File: src/rtl/instruction_fetch.sv
// ---------------------------------------------------------------------------
// instruction_fetch
//   Fetch stage for the single-cycle MIPS core. Holds the program counter,
//   selects the next PC (jr > j > branch > sequential), drives the
//   instruction-memory address and forwards the fetched word to decode.
//   A RUN/HALT/FAULT state machine flags the "j ." end-of-program loop
//   (HALT) and misaligned jr targets (FAULT); both are left only by reset.
//
//   Build option:
//     FETCH_PERF_EN  - when defined, fetch_count counts PC advances;
//                      otherwise fetch_count is tied to zero.
//
//   Ports:
//     clk, reset        rising-edge clock, synchronous active-high reset
//     stall             hold PC and state this cycle
//     branch_taken      taken conditional branch, branch_offset = word offset
//     jump              j/jal, jump_target = 26-bit j-format field
//     jump_reg          jr, reg_target = register target address
//     imem_addr         instruction memory byte address (= pc)
//     imem_data         word returned by instruction memory, same cycle
//     instr             instruction to decode (NOP_WORD unless RUN)
//     pc, pc_plus4      current PC and PC + 4 (link value)
//     halted            state is HALT
//     fetch_fault       state is FAULT
//     fetch_count       PC-advance counter (zero without FETCH_PERF_EN)
// ---------------------------------------------------------------------------
module instruction_fetch #(
    parameter logic [31:0] RESET_PC = 32'h0000_0000,
    parameter logic [31:0] NOP_WORD = 32'h0000_0000
) (
    input  logic        clk,
    input  logic        reset,
    input  logic        stall,
    input  logic        branch_taken,
    input  logic [15:0] branch_offset,
    input  logic        jump,
    input  logic [25:0] jump_target,
    input  logic        jump_reg,
    input  logic [31:0] reg_target,
    output logic [31:0] imem_addr,
    input  logic [31:0] imem_data,
    output logic [31:0] instr,
    output logic [31:0] pc,
    output logic [31:0] pc_plus4,
    output logic        halted,
    output logic        fetch_fault,
    output logic [31:0] fetch_count
);

    typedef enum logic [1:0] {
        RUN   = 2'd0,
        HALT  = 2'd1,
        FAULT = 2'd2
    } state_t;

    state_t      state_q, state_d;
    logic [31:0] pc_q, pc_d;
    logic [31:0] next_pc;
    logic [31:0] branch_target;
    logic [31:0] jump_addr;
    logic        redirect;

    always_comb begin
        pc_plus4      = pc_q + 32'd4;
        branch_target = pc_plus4 + {{14{branch_offset[15]}}, branch_offset, 2'b00};
        jump_addr     = {pc_plus4[31:28], jump_target, 2'b00};
        redirect      = jump_reg | jump | branch_taken;

        if (jump_reg)
            next_pc = reg_target;
        else if (jump)
            next_pc = jump_addr;
        else if (branch_taken)
            next_pc = branch_target;
        else
            next_pc = pc_plus4;
    end

    // Next-state / next-PC. Fault is tested before halt so a misaligned jr
    // can never be mistaken for the "j ." terminator.
    always_comb begin
        state_d = state_q;
        pc_d    = pc_q;
        if (state_q == RUN && !stall) begin
            if (jump_reg && reg_target[1:0] != 2'b00)
                state_d = FAULT;
            else if (redirect && next_pc == pc_q)
                state_d = HALT;
            else
                pc_d = next_pc;
        end
    end

    always_ff @(posedge clk) begin
        if (reset) begin
            state_q <= RUN;
            pc_q    <= RESET_PC;
        end else begin
            state_q <= state_d;
            pc_q    <= pc_d;
        end
    end

`ifdef FETCH_PERF_EN
    logic [31:0] fetch_count_q, fetch_count_d;

    // A PC advance is exactly a RUN, unstalled cycle that stays in RUN.
    always_comb begin
        fetch_count_d = fetch_count_q;
        if (state_q == RUN && !stall && state_d == RUN)
            fetch_count_d = fetch_count_q + 32'd1;
    end

    always_ff @(posedge clk) begin
        if (reset)
            fetch_count_q <= '0;
        else
            fetch_count_q <= fetch_count_d;
    end

    assign fetch_count = fetch_count_q;
`else
    assign fetch_count = '0;
`endif

    assign imem_addr   = pc_q;
    assign pc          = pc_q;
    assign instr       = (state_q == RUN) ? imem_data : NOP_WORD;
    assign halted      = (state_q == HALT);
    assign fetch_fault = (state_q == FAULT);

endmodule

File: config.mk
export PLATFORM = sky130hd
export DESIGN_NAME = instruction_fetch
export DESIGN_NICKNAME = d
export VERILOG_FILES = /design/src/rtl/instruction_fetch.sv
export SDC_FILE = /design/constraint.sdc
export NUM_CORES = 1
export LEC_CHECK = 0
export ABC_AREA = 1
export BUFFER_PORTS_ARGS = -buffer_cell sky130_fd_sc_hd__buf_2
export CORE_UTILIZATION = 56
export DETAILED_ROUTE_END_ITERATION = 6
export PLACE_DENSITY = 0.88
export SETUP_SLACK_MARGIN = 0.1
export SYNTH_ARGS = -nofsm -noshare
export SYNTH_HDL_FRONTEND = slang
export SYNTH_SLANG_ARGS = --single-unit
File: constraint.sdc
create_clock -name clk -period 7.4 [get_ports clk]
set_input_delay 1.11 -clock clk [delete_from_list [all_inputs] [get_ports clk]]
set_output_delay 1.11 -clock clk [all_outputs]
set_load 0.01 [all_outputs]
[Word-level counts from Yosys, hierarchy flattened]
Index checks and enable logic that the tools add are counted.
Widths: inputs -> output; s select.
Operators by class
  $add $sub $neg: 2
  equal/unequal tests: 3
  mux-type cells: 6
  bitwise gates (word level): 4
  reductions and logical operators: 9
Operator list (count)
  $mux 32: 4
  $add 32x3->32 const B: 1
  $add 32x32->32: 1
  $eq 32x32->1: 1
  $mux 2: 2
  $reduce_bool 2->1: 2
  $logic_and 1x1->1: 3
  $reduce_and 3->1: 1
  $eq 2x1->1 const B: 1
  $eq 2x2->1 const B: 1
  $logic_not 2->1: 1
  $not 1->1: 2
  $or 1x1->1: 2
  $reduce_and 2->1: 1
  $logic_not 1->1: 1
Storage, ports and cells
  flip-flop bits (word level): 34
  input bits: 112
  output and inout bits: 162

[Longest topological paths before layout]
  depth after elaboration: 9
  mapped depth: 35
  mapped depth without buffers: 34

[Least setup slack after synthesis]
No wires, ideal clock.
  kind: reg-to-reg
  start: register pc_q[2], in the netlist imem_addr[2]
  end: register pc_q[23], in the netlist imem_addr[23]
  library setup time: 0.113 ns
  arrival: 3.608 ns
  data required time: 7.287 ns
  setup slack: 3.679 ns
  cell stages (with the launch flop): 33
  clock period less this slack: 3.721 ns
  path through: dfxtp_1 -> ha_1 -> nand2_1 -> nor2_4 -> nand2_2 -> nor2_1 -> nand2_1 -> clkinv_1 -> nand2_1 -> and2_1 -> ha_1 -> nand2_1 -> inv_1 -> nand2_1 -> nor2_1 -> nand3b_1 -> nand3_1 -> nand2_1 -> nand3_1 -> nand2_1 -> nand2_1 -> nand2_1 -> nand2_1 -> nand2_1 -> nor2_1 -> nand2_1 -> nor2_2 -> nand2_4 -> nor2_4 -> nor2_8 -> buf_6 -> nor2_1 -> nor2_1
Between the ends
  longest elaborated chain between the ends: 9
Ends and longest elaborated chain
  start, declared: line 57  | logic [31:0] pc_q, pc_d;
  start signal, assigned: line 100  | pc_q <= pc_d;
  $add 32x3->32 *: line 64  | pc_plus4 = pc_q + 32'd4;
  net pc_plus4[20]: line 44  | output logic [31:0] pc_plus4,
  $add 32x32->32: line 65  | branch_target = pc_plus4 + {{14{branch_offset[15]}}, branch_offset, 2'b00};
  $mux 32 *: line 73  | else if (branch_taken)
  $mux 32 *: line 71  | else if (jump)
  $mux 32 *: line 69  | if (jump_reg)
  $eq 32x32->1: line 87  | else if (redirect && next_pc == pc_q)
  $logic_and 1x1->1: line 87
  $not 1->1 (no source line)
  $reduce_and 3->1 (no source line)
Mark *: on every way through the listed nets, which the timed path passes. The rest lies on a longest branch.
A chain may end at the register's enable or synchronous reset.

[Final worst setup path]
  start: register pc_q[2], in the netlist imem_addr[2]
  end: register pc_q[6], in the netlist imem_addr[6]
Between the ends
  longest elaborated chain between the ends: 9
Ends and longest elaborated chain (line)
  $add 32x3->32: 64
  $add 32x32->32: 65
  $mux 32: 73
  $mux 32: 71
  $mux 32: 69
  $eq 32x32->1: 87
  $logic_and 1x1->1: 87
  $not 1->1 (no source line)
  $reduce_and 3->1 (no source line)
Several ways; a longest one is shown, not always the timed one.

==> impl_metrics.json <==
{
  "outcome": "completed",
  "netlist_area_mm2": 0.00746,
  "synthesis.instances": 1489,
  "wire_per_inst_um": 14.1,
  "htreeDepth": 2,
  "rsz0062_at_grt": "no",
  "holdCritPathClass": "reg2reg",
  "syn_to_final_growth_pct": 13.7,
  "leakage_nw": 5.38,
  "crit_start": "imem_addr[2]",
  "grt_pass1_wl_um": 40700,
  "ctsResizeCount": 0,
  "cts-root-buf": "clkbuf_16",
  "ctsLongestPathBuffers": 2,
  "fin_skew_ns": 0.00746,
  "r2r-start": "imem_addr[2]",
  "grt_pass1_vias": 8468,
  "clk_latency_ns": 0.28,
  "tightest_slew_ns": 0.962,
  "endpoint_kind": "flip-flop",
  "antenna_found_initial": 0,
  "setup_viol": 0,
  "period_share": 0.610,
  "row_count": 41,
  "initial_core_util": 0.582,
  "fin_nets": 1819,
  "first_pass_iters": 6,
  "pin_count": 274,
  "die_area_mm2": 0.0138,
  "clock.fmax_ghz": 0.221,
  "ir_worst_vdd_uv": 174,
  "crit_chain": "ha_1 -> nand2_1 -> nor2_4 -> nand3_1 -> xor2_1 -> ha_1 -> nand2_1 -> nor2_1 -> nand3_1 -> nand3_1 -> nand2_1 -> nand3_1 -> nand2_1 -> a21boi_1 -> nor2_1 -> nor2_1 -> nand2_1 -> nor2_4 -> nand4_4 -> clkinv_2 -> nand2_4 -> nand3_1 -> nand2_1 -> nor2_1",
  "grt_remaining_overflow": 0,
  "synth_adder_area_share": 0.0630,
  "synth_top_family_by_area": "simple AND/OR/NAND/NOR gates",
  "port_buffers": 241,
  "finalSetupTns_ns": 0,
  "crit_family": "simple AND/OR/NAND/NOR gates",
  "ys_types": 43,
  "numCtsBuffers": 5,
  "synthMuxAreaShare": 0,
  "drc_errors": 0,
  "postCtsHoldBufs": 0,
  "slowest_stage": "dfxtp_1",
  "path_class": "reg2reg",
  "synth_compound_area_frac": 0.0379,
  "final_util": 0.662,
  "synth-simple-area-share": 0.578,
  "cp_max_fo": 27,
  "dp_hpwl_um": 21600,
  "async_reset_ff_frac": 0,
  "synth_xor_xnor_area_share": 0.00352,
  "synth_edf_count": 0,
  "via_per_inst": 5.16,
  "grt_usage": 0.365,
  "drv_slew": 0,
  "place_congestion": 1.01,
  "required_ns": 7.62,
  "crit_path_frequent_cell": "nand2_1",
  "cts_sinks": 34,
  "synth_ff_type": "dfxtp_1",
  "slew_headroom": 0.358,
  "powerDensity_mw_per_mm2": 123,
  "min-delay-start": "state_q[1]",
  "syn_avg_cell_area_um2": 5.01,
  "cp.arrival_ns": 4.73,
  "chipHeight_um": 117,
  "grt_max_degree": 53,
  "vias": 9508,
  "drive_gt1_frac": 0.192,
  "drtIter0Drc": 942,
  "core_area_mm2": 0.0128,
  "clk_pin_slew_ns": 0.06,
  "path_buf_inv": 1,
  "hold_violations": 0,
  "die_w_um": 117,
  "max_stage_delay_ns": 0.52,
  "yosys_warnings": 0,
  "wl_um": 25900,
  "period_minus_slack_ns": 4.52,
  "ys_seq_elements": 34,
  "yosysSeqAreaShare": 0.0912,
  "startpoint_type": "flip-flop",
  "maxCapViolCount": 0,
  "antenna_left": 0,
  "cts_tree": "done",
  "post_cts_buffers": 0,
  "diodes": 0
}
state kept, by name, indices dropped and copies added, names as in the netlist:
| signal | cells |
|---|---|
| imem_addr | 32 |
| state_q | 2 |
kinds of logic (layout without fill, tap and decap cells):
family	after synthesis	count (layout)
xor gates and xnor gates	3	3
other	1	32
DFF	34	34
AOI/OAI and AO/OA	50	50
and+or+nand+nor	998	998
buffers and inverters	366	517
adders and majority gates	37	37
per-layer routing:
metal,wire length [um],up-vias,global-route usage
met1,10300,4187,0.443
met4,1120,0,0.174
met2,12300,482,0.643
li1,-,4776,-
met3,2220,63,0.0373
met5,0,-,0
worst register-to-register path, cell delays in order (launching register included):
cell      delay, ns
dfxtp_1        0.52
ha_1           0.27
nand2_1        0.12
nor2_4         0.17
nand3_1        0.11
xor2_1         0.44
ha_1           0.29
nand2_1        0.12
nor2_1         0.25
nand3_1        0.15
nand3_1        0.21
nand2_1        0.08
nand3_1        0.11
nand2_1        0.10
a21boi_1       0.27
nor2_1         0.07
nor2_1         0.14
nand2_1        0.11
nor2_4         0.16
nand4_4        0.14
clkinv_2       0.09
nand2_4        0.21
nand3_1        0.16
nand2_1        0.07
nor2_1         0.11
final timing paths:
path	slack [ns]	end	depth (start not counted)
max	2.88	imem_addr[6]	24
min	0.50	state_q[1]	2
max reg2reg	2.88	imem_addr[6]	24
min reg2reg	0.50	state_q[1]	2
layout by cell type, fill, tap and decap left out, types with 5 or more instances in the layout:
| cell | n |
|---|---|
| a21oi_1 | 25 |
| and2_1 | 8 |
| buf_2 | 241 |
| clkbuf_16 | 5 |
| conb_1 | 32 |
| dfxtp_1 | 34 |
| ha_1 | 36 |
| inv_1 | 256 |
| inv_2 | 6 |
| nand2_1 | 520 |
| nand2_2 | 9 |
| nand3_1 | 154 |
| nand3_2 | 13 |
| nand3b_1 | 5 |
| nand4_1 | 15 |
| nor2_1 | 218 |
| nor2_2 | 24 |
| nor2_4 | 5 |
| nor3_1 | 12 |
| o21ai_0 | 6 |
| o21ai_1 | 9 |
| or2_2 | 5 |
where the power goes:
part / leakage (nW) / total, W / switching, W / internal [W]
registers: 0.280 / 0.000245 / 0.0000456 / 0.000199
clock network: 0.0739 / 0.000212 / 0.0000786 / 0.000133
logic: 5.03 / 0.000588 / 0.000382 / 0.000206
total: 5.38 / 0.00105 / 0.000506 / 0.000539
cells in the mapped netlist, types with 2 or more instances:
cell type	count	share of area
ha_1	36	0.060
dfxtp_1	34	0.091
a21boi_0	3	0.0030
inv_2	6	0.0030
xor2_1	3	0.0035
nand2_2	9	0.0075
inv_1	256	0.13
nand4_1	15	0.013
o21bai_1	3	0.0030
nor3_1	13	0.0087
buf_6	4	0.0060
or2_2	5	0.0042
buf_2	15	0.010
nand2_1	520	0.26
and2_1	8	0.0067
clkinv_1	3	0.0015
nor2_1	218	0.11
clkbuf_1	11	0.0055
nand3b_1	5	0.0050
nand3_1	154	0.10
a21oi_1	25	0.017
o21ai_1	9	0.0060
o21ai_0	6	0.0040
buf_4	69	0.069
nand2_4	2	0.0030
nor2_2	24	0.020
nor2_4	5	0.0075
nand3_2	13	0.017
layout make-up:
| type | count | area, um^2 |
|---|---|---|
| Fill cell | 1333 | 4340 |
| Clock inverter | 1 | 5.00 |
| Timing Repair Buffer | 243 | 1220 |
| Clock buffer | 7 | 143 |
| Multi-Input combinational cell | 1120 | 5220 |
| Inverter | 266 | 1000 |
| Sequential cell | 34 | 681 |
| Tap cell | 172 | 215 |
per-stage QoR:
stage / setup WS [ns] / area, um^2 / instances / hold WS [ns] / total power (W)
6_report: 2.88 / 8490 / 1843 / 0.499 / 0.00105
5_1_grt: 2.54 / 8490 / 1843 / 0.516 / 0.00112
4_1_cts: 2.96 / 8490 / 1843 / 0.496 / 0.00103
3_5_place_dp: 2.87 / 8340 / 1835 / 0.482 / 0.000822
3_3_place_gp: 2.92 / 8340 / 1835 / 0.478 / 0.000814
2_1_floorplan: 3.68 / 7580 / 1520 / 0.458 / 0.000658
Power figures use the tool's default switching activity.
